==> src/rtl/seg7_capture_pkg.sv <==
// Shared 7-segment constants and decode result type for the display path.
package seg7_capture_pkg;

  localparam int unsigned SEG_W  = 7;
  localparam int unsigned CODE_W = 4;

  // Active-low segment patterns, bit0 = a ... bit6 = g.
  localparam logic [SEG_W-1:0] SEG_0     = 7'b1000000;
  localparam logic [SEG_W-1:0] SEG_1     = 7'b1111001;
  localparam logic [SEG_W-1:0] SEG_2     = 7'b0100100;
  localparam logic [SEG_W-1:0] SEG_3     = 7'b0110000;
  localparam logic [SEG_W-1:0] SEG_4     = 7'b0011001;
  localparam logic [SEG_W-1:0] SEG_5     = 7'b0010010;
  localparam logic [SEG_W-1:0] SEG_6     = 7'b0000010;
  localparam logic [SEG_W-1:0] SEG_7     = 7'b1111000;
  localparam logic [SEG_W-1:0] SEG_8     = 7'b0000000;
  localparam logic [SEG_W-1:0] SEG_9     = 7'b0010000;
  localparam logic [SEG_W-1:0] SEG_BLANK = 7'h7F;

  localparam logic [CODE_W-1:0] CODE_BLANK = 4'hF;
  localparam logic [CODE_W-1:0] CODE_ERR   = 4'hE;

  // Decoded digit: BCD code plus invalid-pattern flag.
  typedef struct packed {
    logic [CODE_W-1:0] code;
    logic              err;
  } dec_t;

endpackage

==> src/rtl/seg7_capture_if.sv <==
// Multiplexed segment bus plus the captured-frame outputs of the receiver.
interface seg7_capture_if
  import seg7_capture_pkg::*;
#(
  parameter int unsigned NDIG = 4
);

  logic [SEG_W-1:0]       seg;
  logic [NDIG-1:0]        dig_en;
  logic [CODE_W*NDIG-1:0] digits;
  logic [NDIG-1:0]        digit_err;
  logic                   frame_valid;
  logic                   sample_stb;
  logic [2:0]             sample_idx;

  // Display driver / stimulus side.
  modport master (
    output seg, dig_en,
    input  digits, digit_err, frame_valid, sample_stb, sample_idx
  );

  // Capture side.
  modport slave (
    input  seg, dig_en,
    output digits, digit_err, frame_valid, sample_stb, sample_idx
  );

endinterface

==> src/rtl/seg7_capture_decode.sv <==
// Combinational inverse of the active-low segment table.
module seg7_capture_decode
  import seg7_capture_pkg::*;
(
  input  logic [SEG_W-1:0] seg_i,
  output dec_t             dec_o
);

  // Map a lit pattern to BCD; blank is legal, anything unknown is flagged.
  always_comb begin
    dec_o = '{code: CODE_ERR, err: 1'b1};
    case (seg_i)
      SEG_0:     dec_o = '{code: 4'h0, err: 1'b0};
      SEG_1:     dec_o = '{code: 4'h1, err: 1'b0};
      SEG_2:     dec_o = '{code: 4'h2, err: 1'b0};
      SEG_3:     dec_o = '{code: 4'h3, err: 1'b0};
      SEG_4:     dec_o = '{code: 4'h4, err: 1'b0};
      SEG_5:     dec_o = '{code: 4'h5, err: 1'b0};
      SEG_6:     dec_o = '{code: 4'h6, err: 1'b0};
      SEG_7:     dec_o = '{code: 4'h7, err: 1'b0};
      SEG_8:     dec_o = '{code: 4'h8, err: 1'b0};
      SEG_9:     dec_o = '{code: 4'h9, err: 1'b0};
      SEG_BLANK: dec_o = '{code: CODE_BLANK, err: 1'b0};
      default:   dec_o = '{code: CODE_ERR, err: 1'b1};
    endcase
  end

endmodule

==> src/rtl/seg7_capture.sv <==
// Receiver for a multiplexed 7-segment bus: debounces each digit dwell,
// decodes it, and publishes complete frames with a one-cycle valid pulse.
module seg7_capture
  import seg7_capture_pkg::*;
#(
  parameter int unsigned NDIG       = 4,
  parameter int unsigned STABLE_CYC = 4
)(
  input  logic          clk,
  input  logic          rst,
  seg7_capture_if.slave bus
);

  localparam int unsigned IN_W  = NDIG + SEG_W;
  localparam int unsigned CNT_W = $clog2(STABLE_CYC + 1);
  localparam int unsigned IDX_W = 3;
  localparam int unsigned LOW_W = 4;
  localparam int unsigned FRM_W = CODE_W * NDIG;

  logic [IN_W-1:0]   r_in_q, r_in_d;
  logic [CNT_W-1:0]  cnt_q, cnt_d;
  logic [NDIG-1:0]   r_dig_en;
  logic [SEG_W-1:0]  r_seg;
  logic [LOW_W-1:0]  n_low;
  logic [IDX_W-1:0]  sel_idx;
  logic              sel_ok;
  logic              fire_c;
  dec_t              dec;

  logic              sample_stb_q;
  logic [IDX_W-1:0]  sample_idx_q;
  dec_t              pend_q;

  logic [FRM_W-1:0]  stage_q, stage_d;
  logic [NDIG-1:0]   stage_err_q, stage_err_d;
  logic [NDIG-1:0]   seen_q, seen_d;
  logic              publish_c;

  logic [FRM_W-1:0]  digits_q;
  logic [NDIG-1:0]   digit_err_q;
  logic              frame_valid_q;

  assign r_in_d   = {bus.dig_en, bus.seg};
  assign r_dig_en = r_in_q[IN_W-1:SEG_W];
  assign r_seg    = r_in_q[SEG_W-1:0];

  seg7_capture_decode u_decode (
    .seg_i (r_seg),
    .dec_o (dec)
  );

  // Count low enables and remember which one; exactly one low qualifies.
  always_comb begin
    n_low   = '0;
    sel_idx = '0;
    for (int i = 0; i < int'(NDIG); i++) begin
      if (!r_dig_en[i]) begin
        n_low   = n_low + LOW_W'(1);
        sel_idx = IDX_W'(i);
      end
    end
    sel_ok = (n_low == LOW_W'(1));
  end

  // Stability counter restarts on any bus change and saturates, so a
  // held dwell crosses STABLE_CYC-1 exactly once.
  always_comb begin
    if (r_in_d != r_in_q) begin
      cnt_d = '0;
    end else if (cnt_q != CNT_W'(STABLE_CYC)) begin
      cnt_d = cnt_q + CNT_W'(1);
    end else begin
      cnt_d = cnt_q;
    end
    fire_c = sel_ok && (cnt_d == CNT_W'(STABLE_CYC - 1));
  end

  // Input register and stability counter; idle bus after reset.
  always_ff @(posedge clk) begin
    if (rst) begin
      r_in_q <= '1;
      cnt_q  <= '0;
    end else begin
      r_in_q <= r_in_d;
      cnt_q  <= cnt_d;
    end
  end

  // Latch the decoded dwell; the pending copy is immune to later bus changes.
  always_ff @(posedge clk) begin
    if (rst) begin
      sample_stb_q <= 1'b0;
      sample_idx_q <= '0;
      pend_q       <= '{code: CODE_BLANK, err: 1'b0};
    end else begin
      sample_stb_q <= fire_c;
      if (fire_c) begin
        sample_idx_q <= sel_idx;
        pend_q       <= dec;
      end
    end
  end

  // Merge the pending sample into staging and detect a full frame.
  always_comb begin
    stage_d     = stage_q;
    stage_err_d = stage_err_q;
    seen_d      = seen_q;
    publish_c   = 1'b0;
    for (int i = 0; i < int'(NDIG); i++) begin
      if (sample_stb_q && (sample_idx_q == IDX_W'(i))) begin
        stage_d[CODE_W*i +: CODE_W] = pend_q.code;
        stage_err_d[i]              = pend_q.err;
        seen_d[i]                   = 1'b1;
      end
    end
    if (&seen_d) begin
      publish_c = 1'b1;
      seen_d    = '0;
    end
  end

  // Staging slots and the seen mask.
  always_ff @(posedge clk) begin
    if (rst) begin
      stage_q     <= {NDIG{CODE_BLANK}};
      stage_err_q <= '0;
      seen_q      <= '0;
    end else begin
      stage_q     <= stage_d;
      stage_err_q <= stage_err_d;
      seen_q      <= seen_d;
    end
  end

  // Published frame changes only when a frame completes.
  always_ff @(posedge clk) begin
    if (rst) begin
      digits_q      <= {NDIG{CODE_BLANK}};
      digit_err_q   <= '0;
      frame_valid_q <= 1'b0;
    end else begin
      frame_valid_q <= publish_c;
      if (publish_c) begin
        digits_q    <= stage_d;
        digit_err_q <= stage_err_d;
      end
    end
  end

  assign bus.digits      = digits_q;
  assign bus.digit_err   = digit_err_q;
  assign bus.frame_valid = frame_valid_q;
  assign bus.sample_stb  = sample_stb_q;
  assign bus.sample_idx  = sample_idx_q;

endmodule

==> src/flat_wrapper.sv <==
// flat-port wrapper written by rule: the top's interface ports become plain ports
module seg7_capture_flat import seg7_capture_pkg::*;
#(
  parameter int unsigned NDIG       = 4,
  parameter int unsigned STABLE_CYC = 4
)
  (clk, rst, bus_seg, bus_dig_en, bus_digits, bus_digit_err, bus_frame_valid, bus_sample_stb, bus_sample_idx);
  seg7_capture_if #(.NDIG(NDIG)) bus_i ();
  input  logic clk;
  input  logic rst;
  input wire logic [$bits(bus_i.seg)-1:0] bus_seg;
  input wire logic [$bits(bus_i.dig_en)-1:0] bus_dig_en;
  output wire logic [$bits(bus_i.digits)-1:0] bus_digits;
  output wire logic [$bits(bus_i.digit_err)-1:0] bus_digit_err;
  output wire logic [$bits(bus_i.frame_valid)-1:0] bus_frame_valid;
  output wire logic [$bits(bus_i.sample_stb)-1:0] bus_sample_stb;
  output wire logic [$bits(bus_i.sample_idx)-1:0] bus_sample_idx;
  assign bus_i.seg = bus_seg;
  assign bus_i.dig_en = bus_dig_en;
  assign bus_digits = bus_i.digits;
  assign bus_digit_err = bus_i.digit_err;
  assign bus_frame_valid = bus_i.frame_valid;
  assign bus_sample_stb = bus_i.sample_stb;
  assign bus_sample_idx = bus_i.sample_idx;
  seg7_capture #(.NDIG(NDIG), .STABLE_CYC(STABLE_CYC)) u_core (.clk(clk), .rst(rst), .bus(bus_i));
endmodule
==> config.mk <==
export PLATFORM = sky130hd
export DESIGN_NAME = seg7_capture_flat
export DESIGN_NICKNAME = d
export VERILOG_FILES = /design/src/rtl/seg7_capture_pkg.sv /design/src/rtl/seg7_capture_if.sv /design/src/rtl/seg7_capture_decode.sv /design/src/rtl/seg7_capture.sv /design/src/flat_wrapper.sv
export SDC_FILE = /design/constraint.sdc
export NUM_CORES = 1
export LEC_CHECK = 0
export CAP_MARGIN = 20
export CORE_MARGIN = 4
export CORE_UTILIZATION = 40
export CTS_CLUSTER_DIAMETER = 30
export CTS_CLUSTER_SIZE = 28
export DETAILED_ROUTE_END_ITERATION = 10
export DONT_BUFFER_PORTS = 1
export GPL_TIMING_DRIVEN = 0
export PLACE_DENSITY = 0.53
export SLEW_MARGIN = 5
export SYNTH_ARGS = -nofsm -noshare
export SYNTH_HDL_FRONTEND = slang
export SYNTH_SLANG_ARGS = --single-unit
==> constraint.sdc <==
create_clock -name clk -period 4.7 [get_ports clk]
set_clock_uncertainty 0.1 [all_clocks]
set_input_delay 0 -clock clk [delete_from_list [all_inputs] [get_ports clk]]
set_output_delay 0 -clock clk [all_outputs]
set_load 0.02 [all_outputs]
==> results of run 1 <==
==> flip-flops by register name, indices dropped and copies added (netlist names), 2 cells and up <==
signal / cells
u_core.bus.digits: 16
u_core.stage_q: 16
u_core.r_in_q: 11
u_core.pend_q: 5
u_core.bus.digit_err: 4
u_core.seen_q: 4
u_core.stage_err_q: 4
u_core.cnt_q: 3
u_core.bus.sample_idx: 2
==> layout make-up <==
class	instances	area, sq um	area share (%)
inverters	8	30.0	0.863
clock buffers	9	124	3.56
well taps	99	124	3.56
plain buffers	23	144	4.13
multi-input cells	223	1520	43.7
flip-flops and latches	67	1340	38.5
repair buffers	12	120	3.45
clock inverters	7	75.1	2.16
==> layout by cell type (no fill, tap or decap), types with 4 or more instances in the layout <==
cell                            count
sky130_fd_sc_hd__o21ai_0            9
sky130_fd_sc_hd__a211oi_1           6
sky130_fd_sc_hd__buf_6              4
sky130_fd_sc_hd__xnor2_1           14
sky130_fd_sc_hd__nand3_1            6
sky130_fd_sc_hd__buf_4              5
sky130_fd_sc_hd__or2_2             11
sky130_fd_sc_hd__a21bo_2            8
sky130_fd_sc_hd__nor3_1             9
sky130_fd_sc_hd__nor4_1             4
sky130_fd_sc_hd__dlygate4sd3_1     12
sky130_fd_sc_hd__a211o_1            9
sky130_fd_sc_hd__nand4_1            4
sky130_fd_sc_hd__mux2i_1           13
sky130_fd_sc_hd__nor2b_1           12
sky130_fd_sc_hd__buf_2              7
sky130_fd_sc_hd__ha_1               5
sky130_fd_sc_hd__nor2_1            36
sky130_fd_sc_hd__inv_1              8
sky130_fd_sc_hd__nand2_1           18
sky130_fd_sc_hd__dfxtp_1           67
sky130_fd_sc_hd__clkbuf_1           7
sky130_fd_sc_hd__clkbuf_8           9
sky130_fd_sc_hd__a21oi_1            4
sky130_fd_sc_hd__o21a_1             4
sky130_fd_sc_hd__nand3b_1          12
sky130_fd_sc_hd__nand2b_1           7
==> report_power, final <==
group / switching (uW) / total (uW) / internal, uW
clock network: 236 / 483 / 247
registers: 2.87 / 575 / 572
logic: 38.9 / 76.5 / 37.6
total: 278 / 1130 / 857
==> per-stage QoR <==
stage | util [%] | hold slack [ns] | power (uW)
floorplan | - | 0.00658 | 644
global placement | 43.1 | 0.00703 | 656
detailed placement | 43.1 | 0.00868 | 657
CTS | 47.5 | 0.00975 | 1150
global route | 47.5 | 0.0382 | 1180
finish | 47.5 | 0.0193 | 1130
==> worst reg2reg max path, stage by stage (launching register included) <==
cell	delay, ns
sky130_fd_sc_hd__dfxtp_1	0.38
sky130_fd_sc_hd__inv_1	0.06
sky130_fd_sc_hd__ha_1	0.36
sky130_fd_sc_hd__xnor2_1	0.15
sky130_fd_sc_hd__ha_1	0.30
sky130_fd_sc_hd__nor2_1	0.04
sky130_fd_sc_hd__mux4_2	0.44
sky130_fd_sc_hd__and4_1	0.17
sky130_fd_sc_hd__buf_6	0.13
sky130_fd_sc_hd__a21oi_1	0.17
sky130_fd_sc_hd__a311oi_2	0.06
==> cells by family (layout without fill, tap and decap cells) <==
kind of cell             Yosys count  count (layout)  synth area share (%)
multiplexers                      15              15                  5.40
other                              1               1                 0.123
buffers and inverters             31              59                  5.72
AND/OR/NAND/NOR                  134             134                  24.3
XOR/XNOR                          15              15                  4.32
AO/OA/AOI/OAI                     53              53                  13.9
flip-flops                        67              67                  44.2
adder cells (fa/ha/maj)            5               5                  2.06
==> worst min path at each step <==
stage / from / end / slack, ns / cells past startpoint
CTS: bus_seg[1] / u_core.bus.sample_stb / 0.01 / 4
floorplan: bus_seg[0] / u_core.r_in_q[0] / 0.007 / 1
detailed placement: bus_seg[2] / u_core.r_in_q[2] / 0.009 / 1
global route: bus_seg[4] / u_core.bus.sample_stb / 0.04 / 4
global placement: bus_seg[2] / u_core.r_in_q[2] / 0.007 / 1
finish: bus_seg[1] / u_core.bus.sample_stb / 0.02 / 4
==> per-layer routing <==
| metal | vias to the layer above | track usage [%] | share of wire (%) | wire (microns) |
|---|---|---|---|---|
| met1 | 1076 | 19.9 | 48 | 3100 |
| met2 | 34 | 25.3 | 46 | 3000 |
| li1 | 1143 | - | - | - |
| met4 | 0 | 5.89 | 1.4 | 88 |
| met5 | - | 0 | 0 | 0 |
| met3 | 10 | 5.13 | 5.0 | 323 |
==> impl_table.tex, run 1 <==
\begin{tabular}{lr}
\hline
Metric & Value \\
\hline
\multicolumn{2}{l}{\textbf{Logic synthesis}} \\
Netlist Area Pre-Place & 3040 sq um \\
Cell count after synthesis & 321 \\
Avg Inst Size Synth & 9.46 sq um \\
Number of flip-flops and latches in the synthesized netlist & 67 \\
Count leader, synth & sky130\_fd\_sc\_hd\_\_dfxtp\_1 \\
Post-synthesis cell type with the largest combined area & sky130\_fd\_sc\_hd\_\_dfxtp\_1 \\
Distinct cell type count of the synthesized netlist & 53 \\
Share of the synthesized area in the top cell type & 44.2\% \\
Commonest register cell after synthesis & sky130\_fd\_sc\_hd\_\_dfxtp\_1 \\
Post-synth EDFFs & 0 \\
Leading post-synthesis cells by cell area & sky130\_fd\_sc\_hd\_\_dfxtp\_1 44\%, sky130\_fd\_sc\_hd\_\_nor2\_1 4.4\%, sky130\_fd\_sc\_hd\_\_mux2i\_1 4.3\% \\
Count of yosys warnings during synthesis & 0 \\
Synthesized Nets & 339 \\
Async SR Flop Fraction & 0\% \\
Proportion of synthesized chip area in sequential cells & 44.2\% \\
Most frequent cells after synthesis & 67 x sky130\_fd\_sc\_hd\_\_dfxtp\_1, 36 x sky130\_fd\_sc\_hd\_\_nor2\_1, 18 x sky130\_fd\_sc\_hd\_\_nand2\_1, 14 x sky130\_fd\_sc\_hd\_\_xnor2\_1, 13 x sky130\_fd\_sc\_hd\_\_mux2i\_1 \\
\multicolumn{2}{l}{\textbf{GRT}} \\
Global route overflow & 0 \\
Number of global-route vias before repair & 2303 \\
Wire length of the first global-routing pass & 11.1 mm \\
Initial antenna violation count & 0 \\
Maximum number of pins on one net before global-route repair & 14 \\
GRT Total Usage & 15.9\% \\
\multicolumn{2}{l}{\textbf{Setup path}} \\
Total number of cells along the worst setup path & 10 \\
Critical path destination & u\_core.bus.sample\_idx[0] \\
Buffering stage count on the worst path with inverters included & 2 \\
Largest stage delay on the critical path & 0.44 ns \\
Register-to-register path setup slack & 2.20 ns \\
Origin of the critical flop-to-flop path & u\_core.r\_in\_q[7] \\
Cell family with the largest share of critical-path delay & adder cells \\
Nature of the critical path endpoint & register \\
Endpoint of the most critical register-to-register path & u\_core.bus.sample\_idx[0] \\
Crit-path cells & inv\_1 > ha\_1 > xnor2\_1 > ha\_1 > nor2\_1 > mux4\_2 > and4\_1 > buf\_6 > a21oi\_1 > a311oi\_2 \\
Critical path start-end classification & register to register \\
CP arrival & 2.60 ns \\
Depth of the worst register-to-register path & 10 \\
Worst path slowest cell & sky130\_fd\_sc\_hd\_\_mux4\_2 \\
Critical Path Start & u\_core.r\_in\_q[7] \\
Element type at the critical path start & register \\
Req. time, crit path & 4.80 ns \\
Most used cell along the critical path & sky130\_fd\_sc\_hd\_\_ha\_1 \\
Largest fanout of any net on the critical path & 6 \\
\multicolumn{2}{l}{\textbf{Layout}} \\
Number of nets in the layout & 362 \\
Antenna diode instance count & 0 \\
Fraction of final layout cells with drive strength greater than 1 & 18.3\% \\
Cell area after layout & 3480 sq um \\
Area added between synthesis and finish & 14.6\% \\
Number of standard cells in the layout, taps in and fillers out & 448 \\
Layout fillers & 722 \\
\multicolumn{2}{l}{\textbf{Die}} \\
Floorplan die height & 95.2 microns \\
Effective utilization at floorplan & 41.4\% \\
DIE WIDTH & 95.2 microns \\
Number of top-level pins & 38 \\
Placeable Area & 7330 sq um \\
Full die area & 9050 sq um \\
FP Rows & 31 \\
\multicolumn{2}{l}{\textbf{STA}} \\
Final Hold Viols & 0 \\
Fin crit share & 53.1\% \\
Unrepaired setup endpoints after global routing & false \\
Pin slew with the least headroom to its limit & 0.564 ns \\
Slew Limit Headroom & 62.4\% \\
Minimum clock period after layout & 2.50 ns \\
Peak clock frequency supported by timing & 400 MHz \\
Final total negative setup slack & 0 ns \\
Final count of negative-setup-slack endpoints & 0 \\
Slew Limit Fails & 0 \\
Setup ws final & 2.20 ns \\
\multicolumn{2}{l}{\textbf{Route}} \\
Number of nets still failing antenna checks after routing & 0 \\
Violation count after the first detailed-route iteration & 86 \\
WL per Instance & 14.5 microns \\
Residual DRC & 0 \\
Count of TritonRoute iterations in the first routing pass & 4 \\
Routed via count divided by cell count & 5.05 \\
Routed WL & 6.51 mm \\
Total number of vias & 2263 \\
\multicolumn{2}{l}{\textbf{Place}} \\
Final GP Congestion & 0.794 \\
Setup slack after placement & 2.20 ns \\
Number of placed instances, taps included & 420 \\
Port-buffer cells & 0 \\
Final HPWL from detailed placement & 4.56 mm \\
Post-detailed-placement cell area & 3160 sq um \\
\multicolumn{2}{l}{\textbf{CTS}} \\
Cts-stage hold buffer count & 12 \\
Post-CTS Setup Bufs & 0 \\
Clock sink count & 67 \\
Total number of H-tree levels & 3 \\
Maximum buffer depth of the clock tree & 2 \\
Clock buffers created by TritonCTS & 9 \\
Clock tree from TritonCTS & yes \\
Clock insertion delay at the later pin of the skew report & 0.34 ns \\
Count of instances resized after the clock tree is built & 0 \\
Cell at the root of the clock tree & sky130\_fd\_sc\_hd\_\_clkbuf\_8 \\
Clock transition time at the flip-flop clock pins of the worst setup and hold paths & 0.08 ns \\
\multicolumn{2}{l}{\textbf{Pwr}} \\
P\_leak & 0.00139 uW \\
Power density relative to cell area & 326 nW/um\^{}2 \\
Maximum ir drop on the vdd rail & 0.123 mV \\
\multicolumn{2}{l}{\textbf{Job}} \\
MaxCap Viol Count & 0 \\
\multicolumn{2}{l}{\textbf{Outcome}} \\
Status & finished clean \\
\multicolumn{2}{l}{\textbf{Hold path}} \\
Worst min path class & primary input to register \\
\hline
\end{tabular}
Power figures use the tool's default switching activity.
==> run 2, diff against run 1 <==
clock period = 2.3 ns   (was 4.7 ns; I/O delays follow)
==> run 2 against run 1 <==
- clock power is 120% higher
- sequential share of layout area decreased by 0.78 points
- fmax up 9.9%
- sequential power grew 110%
- die area did not move
- critical endpoint is now u_core.pend_q[1]
- largest cell class unchanged
==> impl_table.tex, run 2 (synthesized netlist as in run 1, its figures left out) <==
\begin{tabular}{lr}
\hline
Metric & Value \\
\hline
\multicolumn{2}{l}{\textbf{Outcome}} \\
Status & finished clean \\
\multicolumn{2}{l}{\textbf{STA}} \\
Slew Limit Headroom & 61.0\% \\
Final count of negative-setup-slack endpoints & 0 \\
Slew Limit Fails & 0 \\
Pin slew with the least headroom to its limit & 0.586 ns \\
Peak clock frequency supported by timing & 440 MHz \\
Unrepaired setup endpoints after global routing & true \\
Final Hold Viols & 0 \\
Minimum clock period after layout & 2.27 ns \\
Minimum hold slack & 0.0209 ns \\
Fin crit share & 98.8\% \\
\multicolumn{2}{l}{\textbf{Layout}} \\
Layout fillers & 679 \\
Number of nets in the layout & 365 \\
Antenna diode instance count & 0 \\
Commonest non-fill, non-tap cell in the layout & sky130\_fd\_sc\_hd\_\_dfxtp\_1 \\
Fraction of final layout cells with drive strength greater than 1 & 21.0\% \\
Area added between synthesis and finish & 17.2\% \\
Most frequent cells in the layout & 65 x sky130\_fd\_sc\_hd\_\_dfxtp\_1, 36 x sky130\_fd\_sc\_hd\_\_nor2\_1, 18 x sky130\_fd\_sc\_hd\_\_nand2\_1 \\
\multicolumn{2}{l}{\textbf{CTS}} \\
Clock buffers created by TritonCTS & 9 \\
Clock transition time at the flip-flop clock pins of the worst setup and hold paths & 0.07 ns \\
Clock tree from TritonCTS & yes \\
Total number of H-tree levels & 3 \\
Clock sink count & 67 \\
Clock insertion delay at the later pin of the skew report & 0.34 ns \\
Cell at the root of the clock tree & sky130\_fd\_sc\_hd\_\_clkbuf\_8 \\
Maximum buffer depth of the clock tree & 2 \\
\multicolumn{2}{l}{\textbf{Route}} \\
Met2 wirelength from detailed routing & 3.00 mm \\
Total number of vias & 2240 \\
Number of nets still failing antenna checks after routing & 0 \\
WL per Instance & 14.4 microns \\
Detailed-routed wire length on met3 & 280 microns \\
Top layer reached by signal wires & met4 \\
Routed WL & 6.51 mm \\
Violation count after the first detailed-route iteration & 65 \\
Count of TritonRoute iterations in the first routing pass & 4 \\
Routed via count divided by cell count & 4.97 \\
Residual DRC & 0 \\
Met1 Routed Length & 3.15 mm \\
\multicolumn{2}{l}{\textbf{GRT}} \\
Number of global-route vias before repair & 2255 \\
Initial antenna violation count & 0 \\
Wire length of the first global-routing pass & 10.9 mm \\
Maximum number of pins on one net before global-route repair & 13 \\
GRT Total Usage & 15.6\% \\
Global route overflow & 0 \\
\multicolumn{2}{l}{\textbf{Place}} \\
Final GP Congestion & 0.766 \\
Final HPWL from detailed placement & 4.58 mm \\
Port-buffer cells & 0 \\
\multicolumn{2}{l}{\textbf{Setup path}} \\
Buffering stage count on the worst path with inverters included & 2 \\
Largest stage delay on the critical path & 0.43 ns \\
Element type at the critical path start & register \\
Req. time, crit path & 2.47 ns \\
Crit-path cells & inv\_2 > ha\_4 > xnor2\_2 > ha\_1 > nor2b\_1 > mux4\_2 > and4\_1 > buf\_6 > nand2\_8 > mux2i\_1 \\
Cell family with the largest share of critical-path delay & multiplexers \\
CP arrival & 2.44 ns \\
Worst path slowest cell & sky130\_fd\_sc\_hd\_\_mux4\_2 \\
Critical path start-end classification & register to register \\
Nature of the critical path endpoint & register \\
Largest fanout of any net on the critical path & 6 \\
\multicolumn{2}{l}{\textbf{Die}} \\
Full die area & 9050 sq um \\
Effective utilization at floorplan & 41.4\% \\
Placeable Area & 7330 sq um \\
FP Rows & 31 \\
Floorplan die height & 95.2 microns \\
Number of top-level pins & 38 \\
DIE WIDTH & 95.2 microns \\
\multicolumn{2}{l}{\textbf{Pwr}} \\
Overall power of the completed layout & 2420 uW \\
Maximum ir drop on the vdd rail & 0.269 mV \\
P\_leak & 0.00140 uW \\
Power density relative to cell area & 680 nW/um\^{}2 \\
\multicolumn{2}{l}{\textbf{Job}} \\
MaxCap Viol Count & 0 \\
\multicolumn{2}{l}{\textbf{Hold path}} \\
Worst min path class & primary input to register \\
\hline
\end{tabular}
==> run 2: cell types whose count changed in the layout (fill, tap and decap cells not counted), sizes merged <==
cell      delta
clkinv       +2
buf          +3
bufinv       +1
clkbuf       +1
inv          -2
clkinvlp     -2
==> run 2: area by class of cell <==
class,count,area (sq um),area share (%)
clock buffer,10,128,3.59
buffer,23,144,4.04
timing repair buffer,15,143,4.01
tap,99,124,3.48
multi-input combinational,223,1560,43.8
clock inverter,6,90.1,2.53
sequential,67,1340,37.8
inverter,8,30.0,0.844
==> run 2: metal layers <==
metal | up-vias | track usage [%]
li1 | 1153 | -
met1 | 1050 | 19.7
met2 | 30 | 25.1
met3 | 7 | 4.81
met4 | 0 | 5.17
met5 | - | 0
==> run 2: power breakdown <==
group	internal (uW)	switching [uW]	leakage, uW
clock	613	465	0.000106
sequential	1170	5.33	0.000544
combinational	85.1	82.7	0.000751
total	1870	553	0.00140
==> run 2: worst register-to-register path, delay by kind of cell (launching register included) <==
kind	cells	cell delay (ns)
simple gates	3	0.31
buf+inv	2	0.20
xor+xnor	1	0.13
mux	2	0.61
fa+ha+maj	2	0.55
flops	1	0.33
==> run 2: stage by stage <==
stage	worst slack, ns	std cells	area (sq um)	util, %	setup TNS, ns
4_1_cts	0.0105	451	3550	48.4	0
3_3_place_gp	-0.0880	420	3170	43.3	-0.496
6_report	0.0277	451	3560	48.6	0
5_1_grt	-0.0675	451	3560	48.6	-0.409
2_1_floorplan	0.0113	321	3050	-	0
3_5_place_dp	-0.107	420	3170	43.3	-0.633
==> run 2: worst paths after layout <==
kind	start	endpoint	slack (ns)	cells past startpoint
max reg2reg	u_core.r_in_q[8]	u_core.pend_q[1]	0.03	10
min	bus_seg[4]	u_core.pend_q[3]	0.02	5
max	u_core.r_in_q[8]	u_core.pend_q[1]	0.03	10
min reg2reg	u_core.stage_q[7]	u_core.stage_q[7]	0.38	2
==> run 2: timing repair <==
item | in CTS | in global routing
setup buffers | 3 | 0
resized for setup | 4 | 4
hold endpoints to repair | 12 | 0
setup endpoints to repair | 8 | 8
pin swaps | 3 | 1
hold buffers | 12 | 0
==> run 3, diff against run 2 <==
GPL_TIMING_DRIVEN = not set   (was 0)
==> run 3 against run 2 <==
- sequential share of layout area rose by 0.77 points
- design area fell by 2.0%
- fmax rose by 4.0%
- register-to-register slack improved by 0.09 ns
- cell count fell by 4.0%
- first-iteration DRC count fell by 12%
- clock power rose by 12%
==> impl_table.tex, run 3 (synthesized netlist as in run 1, its figures left out) <==
\begin{tabular}{lr}
\hline
Metric & Value \\
\hline
\multicolumn{2}{l}{\textbf{Setup path}} \\
Element type at the critical path start & register \\
Cell family with the largest share of critical-path delay & multiplexers \\
Largest fanout of any net on the critical path & 6 \\
Buffering stage count on the worst path with inverters included & 1 \\
CP arrival & 2.34 ns \\
Nature of the critical path endpoint & register \\
Register-to-register path setup slack & 0.12 ns \\
Req. time, crit path & 2.46 ns \\
Worst path slowest cell & sky130\_fd\_sc\_hd\_\_mux4\_2 \\
Total number of cells along the worst setup path & 9 \\
Critical path start-end classification & register to register \\
Largest stage delay on the critical path & 0.43 ns \\
Depth of the worst register-to-register path & 9 \\
Crit-path cells & inv\_2 > ha\_4 > xnor2\_1 > ha\_1 > nor2b\_1 > mux4\_2 > and4\_4 > nand2\_4 > mux2i\_1 \\
\multicolumn{2}{l}{\textbf{Pwr}} \\
Power density relative to cell area & 728 nW/um\^{}2 \\
Power share of the combinational group & 5.3\% \\
Fraction of power spent switching nets & 21.3\% \\
Overall power of the completed layout & 2540 uW \\
Clk pwr share & 47.6\% \\
P\_leak & 0.00138 uW \\
Reported net switching power & 542 uW \\
Internal Dissipation & 2000 uW \\
Maximum ir drop on the vdd rail & 0.271 mV \\
Portion of total power attributed to sequential cells & 47.0\% \\
\multicolumn{2}{l}{\textbf{Layout}} \\
Area occupied by registers & 1340 sq um \\
Fraction of final layout cells with drive strength greater than 1 & 18.9\% \\
Commonest non-fill, non-tap cell in the layout & sky130\_fd\_sc\_hd\_\_dfxtp\_1 \\
Number of nets in the layout & 347 \\
Antenna diode instance count & 0 \\
Area added between synthesis and finish & 14.8\% \\
Multi-input combinational cell area & 1540 sq um \\
Layout fillers & 706 \\
Utilization of the core after routing & 47.6\% \\
Most frequent cells in the layout & 65 x sky130\_fd\_sc\_hd\_\_dfxtp\_1, 36 x sky130\_fd\_sc\_hd\_\_nor2\_1, 18 x sky130\_fd\_sc\_hd\_\_nand2\_1 \\
\multicolumn{2}{l}{\textbf{CTS}} \\
Maximum buffer depth of the clock tree & 2 \\
Post-CTS Setup Bufs & 0 \\
Clock buffers created by TritonCTS & 9 \\
Clock tree from TritonCTS & yes \\
Clock sink count & 67 \\
Total number of H-tree levels & 3 \\
Clock insertion delay at the later pin of the skew report & 0.34 ns \\
Clock transition time at the flip-flop clock pins of the worst setup and hold paths & 0.07 ns \\
Cell at the root of the clock tree & sky130\_fd\_sc\_hd\_\_clkbuf\_8 \\
\multicolumn{2}{l}{\textbf{Route}} \\
Count of TritonRoute iterations in the first routing pass & 4 \\
Routed via count divided by cell count & 5.00 \\
WL per Instance & 14.1 microns \\
Number of nets still failing antenna checks after routing & 0 \\
Violation count after the first detailed-route iteration & 57 \\
Residual DRC & 0 \\
Total number of vias & 2163 \\
Routed WL & 6.11 mm \\
\multicolumn{2}{l}{\textbf{GRT}} \\
Number of global-route vias before repair & 2165 \\
Wire length of the first global-routing pass & 10.4 mm \\
Initial antenna violation count & 0 \\
GRT Total Usage & 14.7\% \\
Maximum number of pins on one net before global-route repair & 68 \\
Global route overflow & 0 \\
\multicolumn{2}{l}{\textbf{STA}} \\
Pin slew with the least headroom to its limit & 0.539 ns \\
Final Hold Viols & 0 \\
Unrepaired setup endpoints after global routing & false \\
Final total negative setup slack & 0 ns \\
Minimum hold slack & 0.0302 ns \\
Slew Limit Headroom & 64.1\% \\
Slew Limit Fails & 0 \\
Final count of negative-setup-slack endpoints & 0 \\
Peak clock frequency supported by timing & 458 MHz \\
Fin crit share & 95.0\% \\
Minimum clock period after layout & 2.18 ns \\
\multicolumn{2}{l}{\textbf{Place}} \\
Final HPWL from detailed placement & 4.06 mm \\
Final GP Congestion & 0.787 \\
Port-buffer cells & 0 \\
\multicolumn{2}{l}{\textbf{Die}} \\
Floorplan die height & 95.2 microns \\
Placeable Area & 7330 sq um \\
Full die area & 9050 sq um \\
DIE WIDTH & 95.2 microns \\
Number of top-level pins & 38 \\
Effective utilization at floorplan & 41.4\% \\
FP Rows & 31 \\
\multicolumn{2}{l}{\textbf{Hold path}} \\
Number of instances on the worst hold path & 4 \\
Worst min path class & primary input to register \\
\multicolumn{2}{l}{\textbf{Outcome}} \\
Status & finished clean \\
\multicolumn{2}{l}{\textbf{Job}} \\
MaxCap Viol Count & 0 \\
\hline
\end{tabular}
[run 3: cell types whose count changed in the layout (fill, tap and decap cells not counted), sizes merged]
cell | before | now
clkbuf | 17 | 10
bufinv | 2 | 3
clkinv | 3 | 1
buf | 19 | 8
inv | 8 | 9
[run 3: layout make-up]
type | count | area share [%]
clock buffer | 10 | 3.95
sequential | 67 | 38.5
multi-input combinational | 223 | 44.2
tap | 99 | 3.55
clock inverter | 6 | 3.19
inverter | 8 | 0.861
timing repair buffer | 20 | 5.74
[run 3: layer usage]
metal / part of all wire [%] / vias up / global-route usage, % / routed length [microns]
li1: - / 1127 / - / -
met1: 47 / 1005 / 18.2 / 2880
met2: 48 / 27 / 23.7 / 2910
met3: 4.1 / 4 / 4.66 / 251
met4: 1.0 / 0 / 6.13 / 61
met5: 0 / - / 0 / 0
[run 3: path summary, 6_finish.rpt]
| check | from | endpoint |
|---|---|---|
| setup reg to reg | u_core.r_in_q[7] | u_core.pend_q[4] |
| hold reg to reg | u_core.stage_q[6] | u_core.stage_q[6] |
| setup / recovery | u_core.r_in_q[7] | u_core.pend_q[4] |
| hold / removal | bus_seg[3] | u_core.bus.sample_stb |
[run 3: stage by stage]
| step | area, sq um | std cells | worst slack (ns) |
|---|---|---|---|
| 2_1_floorplan | 3050 | 321 | 0.0113 |
| 3_3_place_gp | 3080 | 404 | 0.0284 |
| 3_5_place_dp | 3080 | 404 | 0.00784 |
| 4_1_cts | 3480 | 433 | 0.00886 |
| 5_1_grt | 3490 | 433 | 0.000335 |
| 6_report | 3490 | 433 | 0.115 |
[run 3: power by group through the flow]
stage               clock network, uW  registers (uW)  logic (uW)
detailed placement                  0            1220        96.4
global route                     1300            1200         149
global placement                    0            1220        93.8
CTS                              1240            1190         136
finish                           1210            1190         136
floorplan                           0            1200         117
[run 3: worst register-to-register path, stage by stage, from the launching register on]
cell	delay, ns
sky130_fd_sc_hd__dfxtp_2	0.33
sky130_fd_sc_hd__inv_2	0.04
sky130_fd_sc_hd__ha_4	0.23
sky130_fd_sc_hd__xnor2_1	0.12
sky130_fd_sc_hd__ha_1	0.31
sky130_fd_sc_hd__nor2b_1	0.05
sky130_fd_sc_hd__mux4_2	0.43
sky130_fd_sc_hd__and4_4	0.20
sky130_fd_sc_hd__nand2_4	0.12
sky130_fd_sc_hd__mux2i_1	0.19
[run 3: repair_timing]
| item | in CTS | in global routing |
|---|---|---|
| hold buffers | 13 | 0 |
| pin swaps | 0 | 1 |
| gates resized for setup | 1 | 6 |
| setup endpoints to repair | 4 | 7 |
| hold endpoints to repair | 67 | 0 |
